===== config.mk =====
export PLATFORM = sky130hd
export DESIGN_NAME = bank_rd_return_mux_flat
export DESIGN_NICKNAME = d
export VERILOG_FILES = /design/src/rtl/bank_rd_return_mux_if.sv /design/src/rtl/bank_rd_return_mux.sv /design/src/flat_wrapper.sv
export SDC_FILE = /design/constraint.sdc
export NUM_CORES = 1
export LEC_CHECK = 0
export ABC_AREA = 1
export ABC_CLOCK_PERIOD_IN_PS = 1600
export BUFFER_PORTS_ARGS = -buffer_cell sky130_fd_sc_hd__buf_4
export CAP_MARGIN = 10
export CORE_MARGIN = 3
export CORE_UTILIZATION = 45
export CTS_CLUSTER_SIZE = 30
export DETAILED_ROUTE_END_ITERATION = 10
export HOLD_SLACK_MARGIN = 0.1
export PLACE_DENSITY = 0.83
export SYNTH_ARGS = -nofsm -noshare
export SYNTH_HDL_FRONTEND = slang
export SYNTH_SLANG_ARGS = --single-unit
export TNS_END_PERCENT = 100

===== constraint.sdc =====
create_clock -name i_clk -period 1.6 [get_ports i_clk]
set_input_delay 0.08 -clock i_clk [delete_from_list [all_inputs] [get_ports i_clk]]
set_output_delay 0.08 -clock i_clk [all_outputs]
set_load 0.01 [all_outputs]

===== src/rtl/bank_rd_return_mux_if.sv =====
// bank_rd_return_mux_if: read-request / bank-data / return bundle for bank_rd_return_mux
//   rd_en, bank_sel, bank_data : request side and bank outputs (driven by master)
//   rd_data, rd_valid, sel_err : routed return channel (driven by slave)
//   pending                    : requests in flight (driven by slave)
interface bank_rd_return_mux_if #(
   parameter int DATA_WIDTH   = 8,
   parameter int NUM_BANKS    = 4,
   parameter int SEL_WIDTH    = $clog2(NUM_BANKS),
   parameter int READ_LATENCY = 2,
   parameter int CNT_WIDTH    = $clog2(READ_LATENCY + 2)
);
   logic                            rd_en;
   logic [SEL_WIDTH-1:0]            bank_sel;
   logic [NUM_BANKS*DATA_WIDTH-1:0] bank_data;
   logic [DATA_WIDTH-1:0]           rd_data;
   logic                            rd_valid;
   logic                            sel_err;
   logic [CNT_WIDTH-1:0]            pending;
   modport master (output rd_en, bank_sel, bank_data, input rd_data, rd_valid, sel_err, pending);
   modport slave  (input rd_en, bank_sel, bank_data, output rd_data, rd_valid, sel_err, pending);
endinterface


===== src/rtl/bank_rd_return_mux.sv =====
// bank_rd_return_mux: steers banked read data onto one return channel using a delayed select pipeline
//   i_clk   : clock, rising edge
//   i_rst_n : asynchronous active-low reset
//   bus     : bank_rd_return_mux_if.slave (request, bank data, return, pending count)
//   RD_RET_OUT_REG_EN : when defined, the return channel is registered (latency READ_LATENCY+1)
module bank_rd_return_mux #(
   parameter int DATA_WIDTH   = 8,
   parameter int NUM_BANKS    = 4,
   parameter int SEL_WIDTH    = $clog2(NUM_BANKS),
   parameter int READ_LATENCY = 2,
   parameter int CNT_WIDTH    = $clog2(READ_LATENCY + 2)
) (
   input logic i_clk,
   input logic i_rst_n,
   bank_rd_return_mux_if.slave bus
);
   logic [READ_LATENCY-1:0] vld_q, vld_d;
   logic [SEL_WIDTH-1:0]    sel_q [READ_LATENCY];
   logic [SEL_WIDTH-1:0]    sel_d [READ_LATENCY];
   logic [DATA_WIDTH-1:0]   hold_q, hold_d;
   logic [CNT_WIDTH-1:0]    pending_q, pending_d;
   logic                    tail_vld, hit, out_valid;
   logic [SEL_WIDTH-1:0]    tail_sel;
   logic [DATA_WIDTH-1:0]   ret_data;
   always_comb begin
      vld_d[0] = bus.rd_en;
      sel_d[0] = bus.rd_en ? bus.bank_sel : '0;
      for (int k = 1; k < READ_LATENCY; k++) begin
         vld_d[k] = vld_q[k-1];
         sel_d[k] = sel_q[k-1];
      end
   end
   // An unmatched select (>= NUM_BANKS) leaves hit=0 and ret_data=0.
   always_comb begin
      tail_vld = vld_q[READ_LATENCY-1];
      tail_sel = sel_q[READ_LATENCY-1];
      hit      = 1'b0;
      ret_data = '0;
      for (int b = 0; b < NUM_BANKS; b++)
         if (tail_sel == SEL_WIDTH'(b)) begin
            hit      = 1'b1;
            ret_data = bus.bank_data[b*DATA_WIDTH +: DATA_WIDTH];
         end
      hold_d    = tail_vld ? ret_data : hold_q;
      pending_d = pending_q + CNT_WIDTH'(bus.rd_en) - CNT_WIDTH'(out_valid);
   end
   always_ff @(posedge i_clk or negedge i_rst_n)
      if (!i_rst_n) begin
         vld_q     <= '0;
         sel_q     <= '{default: '0};
         hold_q    <= '0;
         pending_q <= '0;
      end else begin
         vld_q     <= vld_d;
         sel_q     <= sel_d;
         hold_q    <= hold_d;
         pending_q <= pending_d;
      end
`ifdef RD_RET_OUT_REG_EN
   // The hold register doubles as the registered output data.
   logic vld_o_q, vld_o_d, err_o_q, err_o_d;
   always_comb begin
      vld_o_d = tail_vld;
      err_o_d = tail_vld & ~hit;
   end
   always_ff @(posedge i_clk or negedge i_rst_n)
      if (!i_rst_n) begin
         vld_o_q <= 1'b0;
         err_o_q <= 1'b0;
      end else begin
         vld_o_q <= vld_o_d;
         err_o_q <= err_o_d;
      end
   assign out_valid    = vld_o_q;
   assign bus.rd_data  = hold_q;
   assign bus.rd_valid = vld_o_q;
   assign bus.sel_err  = err_o_q;
`else
   assign out_valid    = tail_vld;
   assign bus.rd_data  = tail_vld ? ret_data : hold_q;
   assign bus.rd_valid = tail_vld;
   assign bus.sel_err  = tail_vld & ~hit;
`endif
   assign bus.pending = pending_q;
endmodule


===== src/flat_wrapper.sv =====
// flat-port wrapper written by rule: the top's interface ports become plain ports
module bank_rd_return_mux_flat 
#(
   parameter int DATA_WIDTH   = 8,
   parameter int NUM_BANKS    = 4,
   parameter int SEL_WIDTH    = $clog2(NUM_BANKS),
   parameter int READ_LATENCY = 2,
   parameter int CNT_WIDTH    = $clog2(READ_LATENCY + 2)
)
  (i_clk, i_rst_n, bus_rd_en, bus_bank_sel, bus_bank_data, bus_rd_data, bus_rd_valid, bus_sel_err, bus_pending);
  bank_rd_return_mux_if #(.DATA_WIDTH(DATA_WIDTH), .NUM_BANKS(NUM_BANKS), .SEL_WIDTH(SEL_WIDTH), .READ_LATENCY(READ_LATENCY), .CNT_WIDTH(CNT_WIDTH)) bus_i ();
  input logic i_clk;
  input logic i_rst_n;
  input wire logic [$bits(bus_i.rd_en)-1:0] bus_rd_en;
  input wire logic [$bits(bus_i.bank_sel)-1:0] bus_bank_sel;
  input wire logic [$bits(bus_i.bank_data)-1:0] bus_bank_data;
  output wire logic [$bits(bus_i.rd_data)-1:0] bus_rd_data;
  output wire logic [$bits(bus_i.rd_valid)-1:0] bus_rd_valid;
  output wire logic [$bits(bus_i.sel_err)-1:0] bus_sel_err;
  output wire logic [$bits(bus_i.pending)-1:0] bus_pending;
  assign bus_i.rd_en = bus_rd_en;
  assign bus_i.bank_sel = bus_bank_sel;
  assign bus_i.bank_data = bus_bank_data;
  assign bus_rd_data = bus_i.rd_data;
  assign bus_rd_valid = bus_i.rd_valid;
  assign bus_sel_err = bus_i.sel_err;
  assign bus_pending = bus_i.pending;
  bank_rd_return_mux #(.DATA_WIDTH(DATA_WIDTH), .NUM_BANKS(NUM_BANKS), .SEL_WIDTH(SEL_WIDTH), .READ_LATENCY(READ_LATENCY), .CNT_WIDTH(CNT_WIDTH)) u_core (.i_clk(i_clk), .i_rst_n(i_rst_n), .bus(bus_i));
endmodule

Word level (Yosys, flattened, before mapping)
Cells that the tools add are included.
{ "classes": {"n_addsub": 2, "eq_ne": 3, "mux": 10, "bitwise": 2, "reduce_logical": 1} }
{ "op_table": {"columns": ["op", "count"], "rows": [
  ["2-to-1 mux 8 bit", 5],
  ["equality test 2 bit, second input constant", 2],
  ["2-to-1 mux 1 bit", 4],
  ["adder 2 x 1 -> 2 bit", 1],
  ["equality test 2 x 1 -> 1 bit, second input constant", 1],
  ["zero test 2 bit", 1],
  ["2-to-1 mux 2 bit", 1],
  ["subtractor 2 x 1 -> 2 bit", 1],
  ["bitwise AND 1 bit", 1],
  ["inverter 1 bit", 1]
]} }
{ "word_totals": {"reg_bits": 16, "input_bits": 37, "elab_cells": 23} }

Depth between registers and ports, before layout
Gate-level depths: netlist of run 1.
{ "logic_depth": {"ltp_word": 7, "depth_mapped": 5} }

Worst setup path before layout of run 1
No wires, ideal clock.
{ "synth_path": {"path_type": "flip-flop to flip-flop", "start": "register u_core.vld_q[1]", "end": "register u_core.hold_q[5]", "setup_time_ns": 0.145, "t_arrival_ns": 1.014, "required_ns": 1.455, "path_slack_ns": 0.441, "path_stages_with_launch": 6, "path_buffers": 1, "period_less_slack_ns": 1.159, "cell_sequence": "dfrtp_1 inv_2 clkbuf_1 nor2_1 nand2_1 nand2_1"} }
{ "synth_between": {"elab_chain_len": 1} }
{ "synth_rtl": {"columns": ["item", "line", "rtl"], "rows": [
  ["start: declaration", "bank_rd_return_mux.sv:17", "logic [READ_LATENCY-1:0] vld_q, vld_d;"],
  ["start signal: assignment", "bank_rd_return_mux.sv:54", "vld_q <= vld_d;"],
  ["2-to-1 mux 8 bit", null, null],
  ["named net bus_rd_data[5]", "flat_wrapper.sv:17", "output wire logic [$bits(bus_i.rd_data)-1:0] bus_rd_data;"],
  ["end signal: assignment", "bank_rd_return_mux.sv:56", "hold_q <= hold_d;"],
  ["end: declaration", "bank_rd_return_mux.sv:20", "logic [DATA_WIDTH-1:0] hold_q, hold_d;"]
]} }
The timed path passes the listed nets, and every way through them passes these cells.

Worst setup path after layout of run 1
{ "layout_path": {"start": "register u_core.sel_q, in the netlist u_core.tail_sel[0]", "end": "output port bus_rd_data[3]"} }
{ "layout_between": {"elab_chain_len": 6, "elab_cells_between_ends": 9, "cone_classes": "eq/ne (3); mux (5); reduce/logical (1)"} }
{ "layout_rtl": {"columns": ["item", "line", "rtl"], "rows": [
  ["start: declaration", "bank_rd_return_mux.sv:18", "logic [SEL_WIDTH-1:0] sel_q [READ_LATENCY];"],
  ["start signal: assignment", "bank_rd_return_mux.sv:55", "sel_q <= sel_d;"],
  ["zero test 2 bit", "bank_rd_return_mux.sv:40", "if (tail_sel == SEL_WIDTH'(b)) begin"],
  ["2-to-1 mux 8 bit (3 in series)", "bank_rd_return_mux.sv:40", null],
  ["2-to-1 mux 8 bit (*)", "bank_rd_return_mux.sv:40", null],
  ["2-to-1 mux 8 bit (*)", null, null],
  ["end: declaration", "flat_wrapper.sv:17", null]
]} }
Mark *: on every way between the ends. The rest lies on a longest branch, timed or not.

==> flow_summary.json, run 1 <==
{
  "outcome": "completed",
  "drive_above_1_share": 0.3851,
  "yosysTopAreaCell": "dfrtp_1",
  "die_y_um": 48.61,
  "fin_area_um2": 1295,
  "grt-ovfl-total": 0,
  "place.detailed.hpwl_um": 1682,
  "endpoint_kind": "output pin",
  "synth_cells": 108,
  "place.gp.congestion": 0.8067,
  "chipWidth_um": 48.61,
  "finalClockSkew_ns": 0.0004151,
  "synth.cell_area_um2": 817.0,
  "wl_per_cell_um": 11.69,
  "cts_sinks": 16,
  "ys_seq_area_frac": 0.4900,
  "grt_pass1_vias": 818,
  "placed_area_um2": 1174,
  "grt_max_degree": 17,
  "area_delta_synth_final_pct": 58.50,
  "grt_setup_unrepaired": "true",
  "vias": 865,
  "fmaxAchievable_mhz": 654.2,
  "synth_nets": 147,
  "drc": 0,
  "nNetsFinal": 202,
  "vdd_ir_drop_max_v": 0.0008003,
  "die_area_um2": 2363,
  "cts.clk_slew.worst_paths_ns": 0.08,
  "drv_cap": 0,
  "yosys_register_bits": 16,
  "drtIter0Drc": 23,
  "cts_buffers": 3,
  "fin_crit_ns": 1.529,
  "synth_top_area_share": 0.4900,
  "port_buffers": 47,
  "viasPerCell": 4.676,
  "num_io_pins": 49,
  "finalHoldViolations": 0,
  "synth_edf_count": 0,
  "ys_warn_count": 0,
  "p_leak_nw": 0.7011,
  "clk_latency_ns": 0.26,
  "yosysUniqueCellTypes": 14,
  "grt_pass1_wl_um": 3601,
  "diodes": 0,
  "place_inst": 175,
  "cts.path.max_buffers": 2,
  "rows": 14,
  "tritoncts": "yes",
  "ant_nets": 0,
  "yosys-top-cells-area": "dfrtp_1 (49%), nand2_1 (16%), nand3_1 (9.8%), nor2_1 (7.4%), ha_1 (3.1%)",
  "worst-path-max-fanout": 13,
  "drv_slew": 0,
  "start_kind": "flop",
  "cp.required_ns": 1.52,
  "ys.flop_type": "dfrtp_1",
  "criticalPathCategory": "flop to output pin",
  "firstDrtPassIters": 6,
  "clockRootBuffer": "clkbuf_4",
  "worstPathArrival_ns": 1.45,
  "wirelength_um": 2163,
  "p_per_area_nw_per_um2": 835.9,
  "htree_levels": 1,
  "setup_viol": 0,
  "layout.cells.non_filler": 185,
  "fin_crit_sh": 0.9553,
  "synth_area_per_cell_um2": 7.565,
  "hold_path.class": "primary input to flop",
  "grt_antenna_before_repair": 0,
  "core_area_um2": 1612,
  "start_util": 0.5070,
  "async_reset_ff_frac": 1.000,
  "grt_use_total": 0.1926
}
-- what timing repair did --
action,4_1_cts,5_1_grt
endpoints found under the setup margin,8,8
hold endpoints to repair,20,0
setup buffers,0,3
hold buffers,4,0
pin swaps,0,1
cloned,0,0
resized for setup,3,7
-- state kept, by name, summed over array words and instances (netlist names) --
register	count
u_core.hold_q	8
u_core.bus.pending	2
u_core.sel_d	2
u_core.tail_sel	2
u_core.vld_q	2
-- placed cells by master, fill, tap and decap left out --
| cell | n |
|---|---|
| buf_12 | 1 |
| buf_4 | 48 |
| buf_6 | 1 |
| clkbuf_4 | 3 |
| conb_1 | 1 |
| dfrtp_1 | 14 |
| dfrtp_2 | 2 |
| dlygate4sd3_1 | 4 |
| ha_1 | 2 |
| inv_1 | 6 |
| inv_2 | 1 |
| nand2_1 | 30 |
| nand2_2 | 5 |
| nand3_1 | 16 |
| nor2_1 | 16 |
| nor2_4 | 1 |
| o21ai_0 | 3 |
| o21ai_1 | 5 |
| xnor2_1 | 2 |
-- power by group --
| group | internal, mW | switching (mW) |
|---|---|---|
| logic | 0.215 | 0.183 |
| registers | 0.465 | 0.0312 |
| clock network | 0.0868 | 0.102 |
-- kinds of logic (layout without fill, tap and decap cells) --
logic type	count (synthesis)	after routing	synth area share
adders and majority gates	2	2	0.03062
other	1	1	0.004590
DFF	16	16	0.4900
and+or+nand+nor	68	68	0.3400
xor gates and xnor gates	2	2	0.02144
AOI/OAI and AO/OA	8	8	0.04901
buffers and inverters	11	64	0.06431
-- critical path, stage by stage (launching register included) --
cell	delay [ns]
dfrtp_2	0.43
buf_12	0.15
nor2_4	0.16
nand2_1	0.08
nand3_1	0.09
nand2_1	0.07
nand2_2	0.07
buf_4	0.12
-- layer usage --
metal | global-route usage | up-vias | wire [um]
met4 | 0.05687 | 0 | 12
met5 | 0 | - | 0
met1 | 0.2172 | 374 | 885
met2 | 0.3416 | 44 | 1048
li1 | - | 445 | -
met3 | 0.06442 | 2 | 216
-- final timing paths --
| check | cells after the start | slack [ns] | start | endpoint |
|---|---|---|---|---|
| min reg2reg | 0 | 0.36 | u_core.vld_q[0]$_DFF_PN0_ | u_core.vld_q[1]$_DFF_PN0_ |
| min in group asynchronous | 2 | 0.23 | i_rst_n | u_core.vld_q[1]$_DFF_PN0_ |
| max in group asynchronous | 2 | 1.18 | i_rst_n | u_core.tail_sel[0]$_DFF_PN0_ |
| max | 7 | 0.07 | u_core.tail_sel[0]$_DFF_PN0_ | bus_rd_data[3] |
| min | 5 | 0.15 | bus_bank_data[20] | u_core.hold_q[4]$_DFF_PN0_ |
| max reg2reg | 4 | 0.42 | u_core.vld_q[1]$_DFF_PN0_ | u_core.bus.pending[1]$_DFF_PN0_ |
-- synth_stat cells, types with 2 or more instances --
master,instances
nand2_1,35
xnor2_1,2
nor2_1,16
o21ai_1,4
dfrtp_1,16
inv_1,6
o21ai_0,4
ha_1,2
buf_4,3
nand3_1,16
-- final cells by class --
| class | instances | area [um^2] |
|---|---|---|
| clock buffer | 3 | 22.52 |
| fill | 121 | 316.6 |
| inverter | 7 | 26.28 |
| tap | 24 | 30.03 |
| multi-input combinational | 81 | 381.6 |
| sequential | 16 | 402.9 |
| timing repair buffer | 54 | 431.7 |
-- stage by stage --
step           hold slack (ns)  setup slack (ns)  TNS [ns]  power (mW)    util
6_report                0.1543           0.07144         0       1.082  0.8036
5_1_grt                 0.1666          -0.01720  -0.04935       1.170  0.8036
4_1_cts                 0.1505           0.03692         0       1.077  0.7717
3_5_place_dp          -0.05426            0.2086         0      0.8764  0.7283
3_3_place_gp          -0.05615            0.2597         0      0.8496  0.7283
2_1_floorplan          -0.2156            0.4410         0      0.6779       -
No activity file was read; power rests on OpenSTA's default activity.
==> inputs of run 2 (changes only) <==
--- a/config.mk
+++ b/config.mk
@@ -7,14 +7,14 @@
 export LEC_CHECK = 0
 export ABC_AREA = 1
 export ABC_CLOCK_PERIOD_IN_PS = 1600
-export BUFFER_PORTS_ARGS = -buffer_cell sky130_fd_sc_hd__buf_4
 export CAP_MARGIN = 10
 export CORE_MARGIN = 3
 export CORE_UTILIZATION = 45
 export CTS_CLUSTER_SIZE = 30
 export DETAILED_ROUTE_END_ITERATION = 10
+export DONT_BUFFER_PORTS = 1
 export HOLD_SLACK_MARGIN = 0.1
-export PLACE_DENSITY = 0.83
+export PLACE_DENSITY = 0.6
 export SYNTH_ARGS = -nofsm -noshare
 export SYNTH_HDL_FRONTEND = slang
 export SYNTH_SLANG_ARGS = --single-unit
==> run 2 against run 1 <==
Net effect: register-to-register slack got worse by 0.08 ns; sequential cell count unchanged; count of clock-buffer cells in the layout increased by 1; via count decreased by 19%; sequential power grew 3%; critical path depth is 2 lower; power down 8.5%; wire length shrank 16%; clock power rose by 38%; critical path type unchanged; critical endpoint is now bus_rd_data[7].
==> flow_summary.json, run 2 (synthesis gave the netlist of run 1 again) <==
{
  "outcome": "completed",
  "viasPerCell": 4.781,
  "firstDrtPassIters": 3,
  "regMostFlops": "u_core.hold_q",
  "setup_viol": 0,
  "grt_pass1_vias": 624,
  "crit_chain": "buf_4 > o21ai_0 > nand3_1 > nand2_1 > nand2_1",
  "cts_sinks": 16,
  "cp_top_family": "flip-flops",
  "grt_antenna_before_repair": 0,
  "timing.final.ws_setup_ns": 0.1262,
  "vias": 698,
  "p_per_area_nw_per_um2": 994.1,
  "fin_crit_sh": 0.9211,
  "grt_use_total": 0.1537,
  "p_leak_nw": 0.5093,
  "ant_nets": 0,
  "die_area_um2": 2363,
  "clk_latency_ns": 0.28,
  "finalClockSkew_ns": 0.01225,
  "wl_per_cell_um": 12.40,
  "core_area_um2": 1612,
  "place.gp.congestion": 0.6631,
  "cp.required_ns": 1.52,
  "cts.clk_slew.worst_paths_ns": 0.10,
  "min_to": "u_core.hold_q[4]$_DFF_PN0_",
  "cts.path.max_buffers": 2,
  "dp_worst_setup_slack_ns": 0.3406,
  "min_path_cells": 4,
  "start_util": 0.5070,
  "fin_crit_ns": 1.474,
  "clockRootBuffer": "clkbuf_4",
  "tritoncts": "yes",
  "port_buffers": 0,
  "die_y_um": 48.61,
  "slowest_stage": "dfrtp_1",
  "worstPathArrival_ns": 1.39,
  "layout_common_cells": "nand2_1 (34), nand3_1 (16), nor2_1 (16), dfrtp_1 (15), dlygate4sd3_1 (10)",
  "crit_buf_inv": 1,
  "grt_setup_unrepaired": "false",
  "criticalPathCategory": "flop to output pin",
  "critPathMaxStageDelay_ns": 0.48,
  "htree_levels": 1,
  "largest_register_ffs": 8,
  "area_delta_synth_final_pct": 21.90,
  "relSlewSlack": 0.5235,
  "drv_slew": 0,
  "cts_buffers": 3,
  "fin_util": 0.6180,
  "num_io_pins": 49,
  "timing.rr.start": "u_core.tail_sel[0]$_DFF_PN0_",
  "drtIter0Drc": 12,
  "endpoint_kind": "output pin",
  "place.detailed.hpwl_um": 1327,
  "worst_hold_startpoint": "bus_bank_data[4]",
  "fin_setup_tns_ns": 0,
  "drive_above_1_share": 0.09836,
  "finalHoldViolations": 0,
  "rows": 14,
  "start_kind": "flop",
  "wirelength_um": 1810,
  "mostFrequentLayoutCell": "nand2_1",
  "nNetsFinal": 162,
  "grt_pass1_wl_um": 2835,
  "power_mw": 0.9901,
  "holdWs_ns": 0.1061,
  "vdd_ir_drop_max_v": 0.0007721,
  "hold_path.class": "primary input to flop",
  "r2r_cells": 5,
  "fmaxAchievable_mhz": 678.5,
  "crit_top_cell": "nand2_1",
  "grt-ovfl-total": 0,
  "regToRegSetupSlack_ns": 0.34,
  "grt_max_degree": 17,
  "worst_pin_slew_ns": 0.7124,
  "r2r_end": "u_core.hold_q[7]$_DFF_PN0_",
  "chipWidth_um": 48.61,
  "diodes": 0,
  "drc": 0,
  "drv_cap": 0,
  "worst-path-max-fanout": 9
}
-- run 2: cell count changes in the layout (fill, tap and decap cells not counted) --
cell	change
nand2_1	+4
clkbuf_8	+1
dlygate4sd3_1	+6
dfrtp_1	+1
o21ai_1	-1
buf_4	-44
dfrtp_2	-1
buf_6	-1
nand2_2	-4
buf_12	-1
o21ai_0	+1
-- run 2: how the worst max path moves through the flow --
stage                                       endpoint                         start  slack [ns]  cells after the start
final                                 bus_rd_data[7]  u_core.tail_sel[0]$_DFF_PN0_        0.13                      5
after global routing                  bus_rd_data[7]  u_core.tail_sel[0]$_DFF_PN0_       0.005                      5
after CTS                             bus_rd_data[7]  u_core.tail_sel[1]$_DFF_PN0_        0.06                      5
after detailed placement  u_core.hold_q[7]$_DFF_PN0_  u_core.tail_sel[1]$_DFF_PN0_        0.34                      5
after global placement    u_core.hold_q[3]$_DFF_PN0_  u_core.tail_sel[1]$_DFF_PN0_        0.36                      5
after floorplan           u_core.hold_q[5]$_DFF_PN0_     u_core.vld_q[1]$_DFF_PN0_        0.44                      5
-- run 2: layout make-up --
cell class / count / area, um^2
fill: 157 / 615.6
sequential: 16 / 401.6
multi-input combinational: 81 / 371.6
timing repair buffer: 14 / 130.1
clock buffer: 4 / 36.28
tap: 24 / 30.03
inverter: 7 / 26.28
-- run 2: power by group --
group	switching (mW)	leakage (nW)	internal, mW
logic	0.120	0.293	0.0992
clock network	0.122	0.0210	0.138
registers	0.0456	0.196	0.465
-- run 2: through the flow --
| step | std cells | cell area [um^2] |
|---|---|---|
| after floorplan | 108 | 817.0 |
| after global placement | 130 | 835.8 |
| after detailed placement | 130 | 835.8 |
| after CTS | 144 | 972.2 |
| after global routing | 146 | 996.0 |
| final | 146 | 996.0 |
-- run 2: layer usage --
layer,share of wire,up-vias,GRT usage
li1,-,367,-
met1,0.42,305,0.1829
met2,0.49,24,0.2624
met3,0.084,2,0.07055
met4,0.0050,0,0.01422
met5,0,-,0
-- run 2: timing repair --
action,in CTS,in global routing
setup endpoints to repair,0,8
setup buffers,0,2
hold buffers,10,0
resized for setup,0,3
hold endpoints to repair,25,0
-- run 2: worst min-delay path, stage by stage --
cell and delay, ns:
nand2_1 0.03, nand3_1 0.07, nand2_1 0.04, nand2_1 0.11
